`src/rtl/sdram_arbiter.sv`:
```
// N-channel SDRAM access arbiter with per-channel read-data registers and HPS download pass-through.
// Optional ROUND_ROBIN_EN: rotating grant priority; default is fixed lowest-index-first.
module sdram_arbiter #(
  parameter int NCH = 4,
  parameter int AW  = 25,
  parameter int DW  = 16,
  parameter int RW  = 64,
  parameter logic [NCH-1:0] WIDE_MASK = NCH'(4'b0100)
) (
  input  logic              clk_sys,
  input  logic              RESET,
  input  logic [NCH-1:0]    REQ_TRIG,
  input  logic [NCH-1:0]    REQ_EN,
  input  logic [NCH-1:0]    REQ_WR,
  input  logic [NCH-1:0]    REQ_BYTE,
  input  logic [NCH*AW-1:0] REQ_ADDR,
  input  logic [NCH*DW-1:0] REQ_DIN,
  output logic [NCH*RW-1:0] CH_DATA,
  output logic [NCH-1:0]    CH_VALID,
  output logic [NCH-1:0]    CH_BUSY,
  output logic [NCH-1:0]    OVERRUN,
  input  logic              DL_ACTIVE,
  input  logic [AW-1:0]     DL_ADDR,
  input  logic [DW-1:0]     DL_DIN,
  output logic [AW-1:0]     sdram_addr,
  output logic [DW-1:0]     sdram_din,
  output logic [1:0]        wtbt,
  output logic              SDRAM_RD_PULSE,
  output logic              SDRAM_WR_PULSE,
  input  logic              sdram_ready,
  input  logic              ready_fourth,
  input  logic [RW-1:0]     sdram_dout
);

  // state | meaning
  // IDLE  | waiting for a pending request while the controller is ready
  // ISSUE | one-cycle RD/WR pulse for the granted channel
  // WAIT  | waiting for the completion edge (ready_fourth for wide channels)
  typedef enum logic [1:0] {S_IDLE, S_ISSUE, S_WAIT} state_t;

  localparam int GW = (NCH > 1) ? $clog2(NCH) : 1;

  state_t            state_q, state_d;
  logic [NCH-1:0]    trig_s0_q, trig_s0_d, trig_s1_q, trig_s1_d;
  logic [1:0]        rdy_sr_q, rdy_sr_d, r4_sr_q, r4_sr_d;
  logic [NCH-1:0]    pend_q, pend_d;
  logic [NCH-1:0]    overrun_q, overrun_d;
  logic [NCH-1:0]    valid_q, valid_d;
  logic [GW-1:0]     grant_q, grant_d;
  logic [NCH*RW-1:0] ch_data_q, ch_data_d;
`ifdef ROUND_ROBIN_EN
  logic [GW-1:0]     last_q, last_d;
`endif

  logic [NCH-1:0]    det;
  logic [GW-1:0]     win;
  logic              done;

  // Descending scan so the highest-priority candidate is assigned last.
  always_comb begin
    win = '0;
`ifdef ROUND_ROBIN_EN
    for (int k = NCH - 1; k >= 0; k--) begin
      if (pend_q[(int'(last_q) + 1 + k) % NCH]) win = GW'((int'(last_q) + 1 + k) % NCH);
    end
`else
    for (int k = NCH - 1; k >= 0; k--) begin
      if (pend_q[k]) win = GW'(k);
    end
`endif
  end

  always_comb begin
    state_d   = state_q;
    trig_s0_d = REQ_TRIG;
    trig_s1_d = trig_s0_q;
    rdy_sr_d  = {rdy_sr_q[0], sdram_ready};
    r4_sr_d   = {r4_sr_q[0], ready_fourth};
    det       = trig_s0_q & ~trig_s1_q;
    pend_d    = pend_q | det;
    overrun_d = overrun_q | (det & pend_q);
    valid_d   = '0;
    grant_d   = grant_q;
    ch_data_d = ch_data_q;
`ifdef ROUND_ROBIN_EN
    last_d    = last_q;
`endif
    done = WIDE_MASK[grant_q] ? (r4_sr_q == 2'b01) : (rdy_sr_q == 2'b01);

    case (state_q)
      S_IDLE: begin
        if (!DL_ACTIVE && sdram_ready && (|pend_q)) begin
          // A fresh detect on the winner keeps it pending for a follow-up access.
          pend_d[win] = det[win];
          grant_d     = win;
          if (REQ_EN[win]) begin
            state_d = S_ISSUE;
`ifdef ROUND_ROBIN_EN
            last_d  = win;
`endif
          end
        end
      end
      S_ISSUE: state_d = S_WAIT;
      S_WAIT: begin
        if (done) begin
          if (!REQ_WR[grant_q]) begin
            ch_data_d[int'(grant_q)*RW +: RW] =
              WIDE_MASK[grant_q] ? sdram_dout : RW'(sdram_dout[RW-1 -: 16]);
          end
          valid_d[grant_q] = 1'b1;
          state_d          = S_IDLE;
        end
      end
      default: state_d = S_IDLE;
    endcase
  end

  always_comb begin
    sdram_addr     = '0;
    sdram_din      = '0;
    wtbt           = 2'b11;
    SDRAM_RD_PULSE = 1'b0;
    SDRAM_WR_PULSE = 1'b0;
    CH_BUSY        = pend_q;
    if (state_q != S_IDLE) CH_BUSY[grant_q] = 1'b1;
    if (state_q == S_ISSUE) begin
      SDRAM_WR_PULSE = REQ_WR[grant_q];
      SDRAM_RD_PULSE = !REQ_WR[grant_q];
    end
    if (DL_ACTIVE) begin
      sdram_addr = DL_ADDR;
      sdram_din  = DL_DIN;
    end else if (state_q != S_IDLE) begin
      sdram_addr = REQ_ADDR[int'(grant_q)*AW +: AW];
      sdram_din  = REQ_DIN[int'(grant_q)*DW +: DW];
      if (REQ_WR[grant_q] && REQ_BYTE[grant_q]) wtbt = 2'b00;
    end
  end

  assign CH_DATA  = ch_data_q;
  assign CH_VALID = valid_q;
  assign OVERRUN  = overrun_q;

  always_ff @(posedge clk_sys) begin
    if (RESET) begin
      state_q   <= S_IDLE;
      trig_s0_q <= '0;
      trig_s1_q <= '0;
      rdy_sr_q  <= '0;
      r4_sr_q   <= '0;
      pend_q    <= '0;
      overrun_q <= '0;
      valid_q   <= '0;
      grant_q   <= '0;
      ch_data_q <= '0;
`ifdef ROUND_ROBIN_EN
      last_q    <= '0;
`endif
    end else begin
      state_q   <= state_d;
      trig_s0_q <= trig_s0_d;
      trig_s1_q <= trig_s1_d;
      rdy_sr_q  <= rdy_sr_d;
      r4_sr_q   <= r4_sr_d;
      pend_q    <= pend_d;
      overrun_q <= overrun_d;
      valid_q   <= valid_d;
      grant_q   <= grant_d;
      ch_data_q <= ch_data_d;
`ifdef ROUND_ROBIN_EN
      last_q    <= last_d;
`endif
    end
  end

endmodule

```
`config.mk`:
```
export PLATFORM = sky130hd
export DESIGN_NAME = sdram_arbiter
export DESIGN_NICKNAME = d
export VERILOG_FILES = /design/src/rtl/sdram_arbiter.sv
export SDC_FILE = /design/constraint.sdc
export NUM_CORES = 1
export LEC_CHECK = 0
export ABC_AREA = 1
export BUFFER_PORTS_ARGS = -buffer_cell sky130_fd_sc_hd__buf_2
export CAP_MARGIN = 10
export CORE_AREA = 2 2 237 239
export CTS_BUF_LIST = sky130_fd_sc_hd__clkbuf_8 sky130_fd_sc_hd__clkbuf_16
export DETAILED_ROUTE_END_ITERATION = 16
export DIE_AREA = 0 0 239 241
export HOLD_SLACK_MARGIN = 0.08
export PLACE_DENSITY = 0.59
export SKIP_CTS_REPAIR_TIMING = 1
export SYNTH_ARGS = -nofsm -noshare
export SYNTH_HDL_FRONTEND = slang
export SYNTH_SLANG_ARGS = --single-unit
```
`constraint.sdc`:
```
create_clock -name clk_sys -period 3.3 [get_ports clk_sys]
set_input_delay 0.165 -clock clk_sys [delete_from_list [all_inputs] [get_ports clk_sys]]
set_output_delay 0.165 -clock clk_sys [all_outputs]
set_load 0.1 [all_outputs]
```
== After elaboration in Yosys (flattened, before gate mapping) ==
Cells that the tools add are included.

* Latch bits: 0
* Output and inout port bits: 313
* Register bits after elaboration: 284
* Word-level logic and storage cells: 88
* Input bits: 290
* Memory bits (writable): 0
* ROM bits: 0
* Memories kept: 0

* Shift operators: 4
* Muxes and demuxes: 38
* Reduce and logical (&&, ||, !) cells: 14
* Bitwise operators: 9
* Order comparisons: 4
* Add/subtract/negate cells: 1
* Equality and inequality tests: 7
* Multipliers: 1
* Div/mod/pow operators: 0

{| class="wikitable"
|+ Operator list
! operator !! number
|-
| $bwmux W256 || 1
|-
| $shift A64 B33 Y256 const A || 1
|-
| $shiftx A64 B33 Y256 || 1
|-
| $shiftx A100 B8 Y25 || 1
|-
| $mux W64 || 1
|-
| $shiftx A64 B7 Y16 || 1
|-
| $mux W25 || 2
|-
| $neg A8 Y33 || 1
|-
| $mux W16 || 2
|-
| $mux W2 || 10
|-
| $mux W4 || 3
|-
| $or A4 B4 Y4 || 3
|-
| $bmux W1 S2 || 5
|-
| $mux W1 || 10
|-
| $and A4 B4 Y4 || 2
|-
| $mul A2 B5 Y7 const B || 1
|-
| $eq A2 B1 Y1 const B || 3
|-
| $lt A2 B3 Y1 const B || 2
|-
| $ne A2 B2 Y1 const B || 3
|-
| $pmux W2 S3 || 1
|-
| $reduce_and A3 Y1 || 2
|-
| $logic_and A1 B1 Y1 || 5
|-
| $bwmux W4 || 1
|-
| $demux W1 S2 || 2
|-
| 10 further kinds || 14
|}

== Longest topological paths before layout ==
Gate-level depths: netlist of the first run.

* Depth after elaboration: 11
* Depth in mapped cells: 13
* Depth with buffers taken out: 10

== Least setup slack after synthesis of the first run ==
OpenSTA, ideal clock, no wires.

* Path type: flip-flop to output port
* From: register grant_q[0]
* To: output CH_BUSY[2]
* Required time: 3.135 ns
* Arrival time: 3.802 ns
* Cell stages (with the launch flop): 9
* Path slack: -0.667 ns
* Cells stage by stage: dfxtp_1 inv_1 buf_2 buf_1 ha_1 inv_2 clkbuf_1 buf_1 o21ai_0

* Cells in the longest elaborated chain, start to end: 6
* Elaborated cells between the ends (all ways): 7
* Classes of those cells: order compare (2); mux (3); bitwise (1); reduce/logical (1)

{| class="wikitable"
|+ Ends and longest elaborated chain
! element !! line !! source
|-
| start: declaration || 49 || <nowiki>logic [GW-1:0] grant_q, grant_d;</nowiki>
|-
| start signal: assignment || 169 || <nowiki>grant_q <= grant_d;</nowiki>
|-
| $lt A2 B3 Y1 (not written as such) or $ge A2 B1 Y1 (tied branches) || 126 || <nowiki>if (state_q != S_IDLE) CH_BUSY[grant_q] = 1'b1;</nowiki>
|-
| $logic_and A1 B1 Y1 (not written as such) || 126 ||
|-
| $mux W1 (not written as such) || 126 ||
|-
| $demux W1 S2 (*) || 126 ||
|-
| $or A4 B4 Y4 (no line) (*) || -- ||
|-
| $mux W4 (*) || 126 ||
|-
| end: declaration || 20 || <nowiki>output logic [NCH-1:0] CH_BUSY,</nowiki>
|}

Every way passes the cells marked *; elsewhere a longest branch is shown, timed or not.

== Worst setup path in the final report of the first run ==
* From: register grant_q[0]
* To: output wtbt[0]

* Cells in the longest elaborated chain, start to end: 6
* Elaborated cells between the ends (all ways): 8
* Classes of those cells: mux (7); reduce/logical (1)

{| class="wikitable"
|+ Ends and longest elaborated chain
! element !! line !! source
|-
| $bmux W1 S2 || 137 || <nowiki>if (REQ_WR[grant_q] && REQ_BYTE[grant_q]) wtbt = 2'b00;</nowiki>
|-
| $mux W1 (not written as such) || 137 ||
|-
| $logic_and A1 B1 Y1 (*) || 137 ||
|-
| $mux W2 (*) || 137 ||
|-
| $mux W2 (*) || 134 || <nowiki>end else if (state_q != S_IDLE) begin</nowiki>
|-
| $mux W2 (*) || 131 || <nowiki>if (DL_ACTIVE) begin</nowiki>
|-
| end: declaration || 27 || <nowiki>output logic [1:0] wtbt,</nowiki>
|}

Every way passes the cells marked *; elsewhere a longest branch is shown, timed or not. The select of a mux whose other input is x is not followed.

==> results of run 1 <==
[flip-flops by register name (all words and copies together), names as in the netlist]
signal,count
pend_q,4
grant_q,2
r4_sr_q,2
CH_DATA,256
rdy_sr_q,2
CH_VALID,4
state_q,2
OVERRUN,4
trig_s0_q,4
trig_s1_q,4
[final cells by class]
cell class | instances | share of cell area
Clock inverter | 17 | 0.00579
Antenna cell | 9 | 0.00107
Clock buffer | 40 | 0.0451
Tap cell | 704 | 0.0420
Sequential cell | 284 | 0.272
Timing Repair Buffer | 662 | 0.180
Multi-Input combinational cell | 1842 | 0.376
Inverter | 433 | 0.0780
[synth_stat cells]
cell type                  count  share of area
sky130_fd_sc_hd__nand2_1     715           0.17
sky130_fd_sc_hd__nor2_1      599           0.14
sky130_fd_sc_hd__inv_1       428           0.10
sky130_fd_sc_hd__dfxtp_1     284           0.36
sky130_fd_sc_hd__nand3_1     168          0.053
sky130_fd_sc_hd__clkbuf_1    126          0.030
sky130_fd_sc_hd__o21ai_0     109          0.034
sky130_fd_sc_hd__nor3_1      103          0.032
sky130_fd_sc_hd__buf_2        57          0.018
sky130_fd_sc_hd__nor4_1       48          0.019
sky130_fd_sc_hd__o22ai_1      42          0.016
sky130_fd_sc_hd__nand4_1      32          0.013
sky130_fd_sc_hd__buf_1        18         0.0042
sky130_fd_sc_hd__a21oi_1      11         0.0034
sky130_fd_sc_hd__ha_1          7         0.0055
sky130_fd_sc_hd__inv_2         4        0.00094
sky130_fd_sc_hd__buf_6         3         0.0021
sky130_fd_sc_hd__o21a_1        3         0.0014
sky130_fd_sc_hd__buf_4         2        0.00094
sky130_fd_sc_hd__nand3_2       2         0.0013
sky130_fd_sc_hd__a21oi_4       1         0.0010
sky130_fd_sc_hd__clkinv_1      1        0.00023
sky130_fd_sc_hd__nor2_2        1        0.00039
sky130_fd_sc_hd__o21bai_1      1        0.00047
[kinds of logic after synthesis]
kind of cell	count (synthesis)
adders and majority gates	7
buffers and inverters	639
AOI/OAI and AO/OA	167
and+or+nand+nor	1668
DFF	284
[worst paths after layout]
kind / start / end / slack, ns / cells past startpoint
max: grant_q[0]$_SDFFE_PP0P_ / wtbt[0] / 0.22 / 5
min: sdram_dout[42] / CH_DATA[170]$_SDFFE_PP0P_ / 0.07 / 5
min reg2reg: rdy_sr_q[0]$_SDFF_PP0_ / rdy_sr_q[1]$_SDFF_PP0_ / 0.42 / 2
max reg2reg: grant_q[0]$_SDFFE_PP0P_ / CH_DATA[51]$_SDFFE_PP0P_ / 0.51 / 9
[metrics by stage]
stage                     instance area, sq um  total power, mW
after floorplan                          16000             4.57
after global placement                   19700             5.24
after detailed placement                 19700             5.24
after CTS                                20800             8.95
after global routing                     20900             9.20
final                                    21000             8.88
[worst max-delay path, delay by kind of cell, from the launching register on]
kind            cells  cell delay [ns]
compound gates      2             0.50
buf+inv             2             0.95
flops               1             0.46
simple gates        1             0.43
[where the power goes]
part | total [mW] | leakage, nW | internal (mW) | switching [mW]
registers | 3.47 | 2.29 | 3.45 | 0.0181
clock network | 3.70 | 0.549 | 2.12 | 1.58
logic | 1.71 | 8.83 | 0.402 | 1.31
[cell usage in the layout, fill, tap and decap left out, types with 4 or more instances in the layout]
cell type,n
sky130_fd_sc_hd__diode_2,9
sky130_fd_sc_hd__nor4_1,48
sky130_fd_sc_hd__nand3_4,4
sky130_fd_sc_hd__nand4_1,32
sky130_fd_sc_hd__nor3_1,103
sky130_fd_sc_hd__nand2_1,714
sky130_fd_sc_hd__o21ai_0,106
sky130_fd_sc_hd__a21oi_1,11
sky130_fd_sc_hd__buf_4,27
sky130_fd_sc_hd__o22ai_1,42
sky130_fd_sc_hd__clkbuf_8,5
sky130_fd_sc_hd__buf_2,598
sky130_fd_sc_hd__nor2_1,598
sky130_fd_sc_hd__inv_1,430
sky130_fd_sc_hd__inv_2,5
sky130_fd_sc_hd__nand3_1,166
sky130_fd_sc_hd__clkbuf_16,35
sky130_fd_sc_hd__clkinv_2,8
sky130_fd_sc_hd__dfxtp_1,282
sky130_fd_sc_hd__buf_12,21
sky130_fd_sc_hd__dlygate4sd3_1,16
[layer usage]
layer  GRT usage  vias up  wire length [microns]
met5           0        -                     38
met3      0.0458      128                   5120
met1       0.266     8235                  27300
li1            -     9376                      -
met4       0.118        6                   3580
met2       0.459      685                  38500
==> reports/metrics.cfg, run 1 <==
[clocking]
clock_tree_from_tritoncts=built
clk_pin_slew_ns=0.06
clkSinkCount=284
clk_latency_ns=0.54
htreeDepth=2
cts_root_buffer=sky130_fd_sc_hd__clkbuf_16
cts_inserted_buffers=35
clk_path_buf_depth=3

[timing]
timing.final.hold_violations=0
timing.final.setup_violations=0
post-route-min-period_ns=3.08
finalMaxSlewViolations=0
layout_setup_ws_ns=0.222
finClkSkew_ns=0.0210
max-slew-margin-rel=0.224
grt_setup_unrepaired=false
min_period_over_period=0.933
worstMarginPinSlew_ns=1.15
fin_setup_tns_ns=0
finalHoldWorstSlack_ns=0.0650
maxClockFrequency_mhz=325

[die]
initial_utilization=0.292
fp.dieH_microns=241
die_width_microns=239
design.portCount=603
design.die.area_sq_mm=0.0576
floorplan.rows=86
placeableCoreArea_sq_mm=0.0549

[logic_synthesis]
yosys.area_share.xor_xnor=0
combinational_family_with_the_most_area_after_synthesis=simple AND/OR/NAND/NOR gates
synth_cell_type_count=24
synth-compound-area-share=0.0569
synthAdderAreaFrac=0.00547
syn_avg_cell_area_sq_um=5.79
post_synthesis_sequential_area_ratio=0.355
post_synth_mux_area_share=0
post_synth_inst_count=2765
synth_simple_gate_area_frac=0.426
synth.cell_area_sq_mm=0.0160
ys.warnings.count=0
synth_register_bits=284
mappedNetlistNets=3062

[critical_path]
setup.worst_path.start_class=register
worst_path_largest_cell_delay_ns=0.62
critical_path.cell_chain=buf_12, o21ai_0, o22ai_1, nand3_1, buf_12
arrival_ns=2.91
critical_setup_path_class=reg -> out
timing.critical_path.required_ns=3.13
critical_path_top_delay_cell=sky130_fd_sc_hd__buf_12
crit_path_frequent_cell=sky130_fd_sc_hd__buf_12
worst_setup_path_end_kind=output port
path_max_fanout=190

[cells_and_area]
drive_gt1_frac=0.220
final_core_utilization=0.382
finalNetCount=3555
instances_no_fill=3991
signed_area_change_from_the_synthesized_netlist_to_the_final_layout_pct=31.0
count_of_fill_cells_added_during_filler_insertion=6134
ff_latch_area_sq_mm=0.00569
combined_area_of_the_multi_input_logic_cells_sq_mm=0.00789

[placement]
placement.io_buffers=602
numPlacedInstances=3909
detailedPlace.worstSlack_ns=0.511
last_weighted_congestion_value_of_the_routability_driven_placer=0.907
detailed_place_hpwl_microns=54900

[power]
vdd.ir_drop.worst_v=0.000262
power_density_relative_to_cell_area_mw_per_mm2=424
power.static_leakage_nw=11.7

[route]
finalWirelength_microns=74500
drt-initial-drc-count=1241
viasPerCell=4.62
drt_pre_antenna_iters=5
drt.antenna.violating_nets=0
wl_per_cell_microns=18.7
dr_drc_count=0
route.vias.total=18430

[grt]
wire_length_of_the_first_global_routing_pass_microns=105000
global_route.usage.total=0.246
first_global_vias=16754
grt_max_degree=191
grt-ovfl-total=0
antenna_violations_before_repair=13

[worst_hold_path]
min_path_type=in -> reg

[outcome]
run_status=complete, no violations

[flow_run]
maxCapViolCount=0

No activity file was read; power rests on OpenSTA's default activity.
==> run 2: changes to the inputs <==
--- a/config.mk
+++ b/config.mk
@@ -8,5 +8,4 @@
 export ABC_AREA = 1
 export BUFFER_PORTS_ARGS = -buffer_cell sky130_fd_sc_hd__buf_2
-export CAP_MARGIN = 10
 export CORE_AREA = 2 2 237 239
 export CTS_BUF_LIST = sky130_fd_sc_hd__clkbuf_8 sky130_fd_sc_hd__clkbuf_16
==> constraint.sdc (replaced) <==
create_clock -name clk_sys -period 3.3 [get_ports clk_sys]
set_input_delay 0.165 -clock clk_sys [delete_from_list [all_inputs] [get_ports clk_sys]]
set_output_delay 0.165 -clock clk_sys [all_outputs]
set_load 0.01 [all_outputs]
==> reports/metrics.cfg, run 2 (synthesized netlist as in run 1, its figures left out) <==
[route]
dr_drc_count=0
route.vias.total=18478
drt_pre_antenna_iters=5
viasPerCell=4.62
wl_per_cell_microns=18.5
drt-initial-drc-count=1179
finalWirelength_microns=74000
drt.antenna.violating_nets=0

[power]
post-layout-total-power_mw=8.83
power.static_leakage_nw=11.7
vdd.ir_drop.worst_v=0.000276
power_density_relative_to_cell_area_mw_per_mm2=421

[grt]
global_route.usage.total=0.246
first_global_vias=16904
grt-ovfl-total=0
wire_length_of_the_first_global_routing_pass_microns=106000
grt_max_degree=196
antenna_violations_before_repair=6

[placement]
detailed_place_hpwl_microns=55100
placement.io_buffers=602
last_weighted_congestion_value_of_the_routability_driven_placer=0.895

[die]
design.die.area_sq_mm=0.0576
floorplan.rows=86
initial_utilization=0.292
design.portCount=603
fp.dieH_microns=241
die_width_microns=239
placeableCoreArea_sq_mm=0.0549

[critical_path]
arrival_ns=2.78
path_max_fanout=85
timing.critical_path.required_ns=3.13
setup.worst_path.start_class=register
worst_setup_path_end_kind=output port
critical_setup_path_class=reg -> out

[cells_and_area]
finalNetCount=3564
mostFrequentLayoutCell=sky130_fd_sc_hd__nand2_1
most-common-layout-cells=714 x sky130_fd_sc_hd__nand2_1, 602 x sky130_fd_sc_hd__buf_2, 598 x sky130_fd_sc_hd__nor2_1
signed_area_change_from_the_synthesized_netlist_to_the_final_layout_pct=31.2
largest_register_ffs=256
final_core_utilization=0.383
drive_gt1_frac=0.223

[timing]
finClkSkew_ns=0.0179
grt_setup_unrepaired=false
timing.final.setup_violations=0
finalMaxSlewViolations=0
post-route-min-period_ns=2.94
timing.final.hold_violations=0
max-slew-margin-rel=0.231
worstMarginPinSlew_ns=1.14
finalHoldWorstSlack_ns=0.0578
fin_setup_tns_ns=0
min_period_over_period=0.892
maxClockFrequency_mhz=340

[clocking]
clock_tree_from_tritoncts=built
clk_path_buf_depth=3
cts_inserted_buffers=35
clk_pin_slew_ns=0.06
clk_latency_ns=0.55
clkSinkCount=284
htreeDepth=2
cts_root_buffer=sky130_fd_sc_hd__clkbuf_16

[worst_hold_path]
min_path_type=in -> reg

[flow_run]
maxCapViolCount=0

[outcome]
run_status=complete, no violations

==> run 2: layout make-up <==
type / instances / area [sq um]
diodes: 4 / 10.0
clock buffers: 41 / 970
clock inverters: 23 / 211
fillers: 6136 / 33900
inverters: 433 / 1640
multi-input cells: 1842 / 7890
flip-flops and latches: 284 / 5690
well taps: 704 / 881
repair buffers: 671 / 3710
==> run 2: path summary, 6_finish.rpt <==
| kind | start | endpoint | slack, ns | depth (start not counted) |
|---|---|---|---|---|
| hold / removal | sdram_dout[43] | CH_DATA[171]$_SDFFE_PP0P_ | 0.06 | 5 |
| hold reg to reg | trig_s0_q[0]$_SDFF_PP0_ | trig_s1_q[0]$_SDFF_PP0_ | 0.43 | 2 |
| setup reg to reg | grant_q[0]$_SDFFE_PP0P_ | CH_DATA[112]$_SDFFE_PP0P_ | 0.56 | 11 |
| setup / recovery | grant_q[0]$_SDFFE_PP0P_ | sdram_din[14] | 0.36 | 7 |
==> run 2: critical path, cell delays in order, from the launching register on <==
cell	delay, ns
sky130_fd_sc_hd__dfxtp_4	0.39
sky130_fd_sc_hd__inv_2	0.21
sky130_fd_sc_hd__buf_4	0.67
sky130_fd_sc_hd__o21ai_0	0.16
sky130_fd_sc_hd__o22ai_1	0.22
sky130_fd_sc_hd__nand2_1	0.21
sky130_fd_sc_hd__nand2_1	0.13
sky130_fd_sc_hd__buf_2	0.18
==> run 2: report_power, final <==
part / leakage, nW / internal (mW) / switching [mW]
registers: 2.29 / 3.45 / 0.0193
clock network: 0.598 / 2.35 / 1.63
logic: 8.82 / 0.404 / 0.981
total: 11.7 / 6.20 / 2.63
==> run 2: layer usage <==
layer,routed length [microns],vias up,GRT usage
met3,4810,102,0.0441
met2,38900,668,0.469
met4,2780,0,0.0953
li1,-,9389,-
met5,0,-,0
met1,27500,8319,0.268
==> run 2: through the flow <==
stage                     setup WS (ns)  area, sq um  cells
after floorplan                   0.992        16000   2765
after global placement            0.589        19600   3914
after detailed placement          0.514        19600   3914
after CTS                         0.284        20800   3978
after global routing             0.0933        21000   4000
final                             0.357        21000   4002
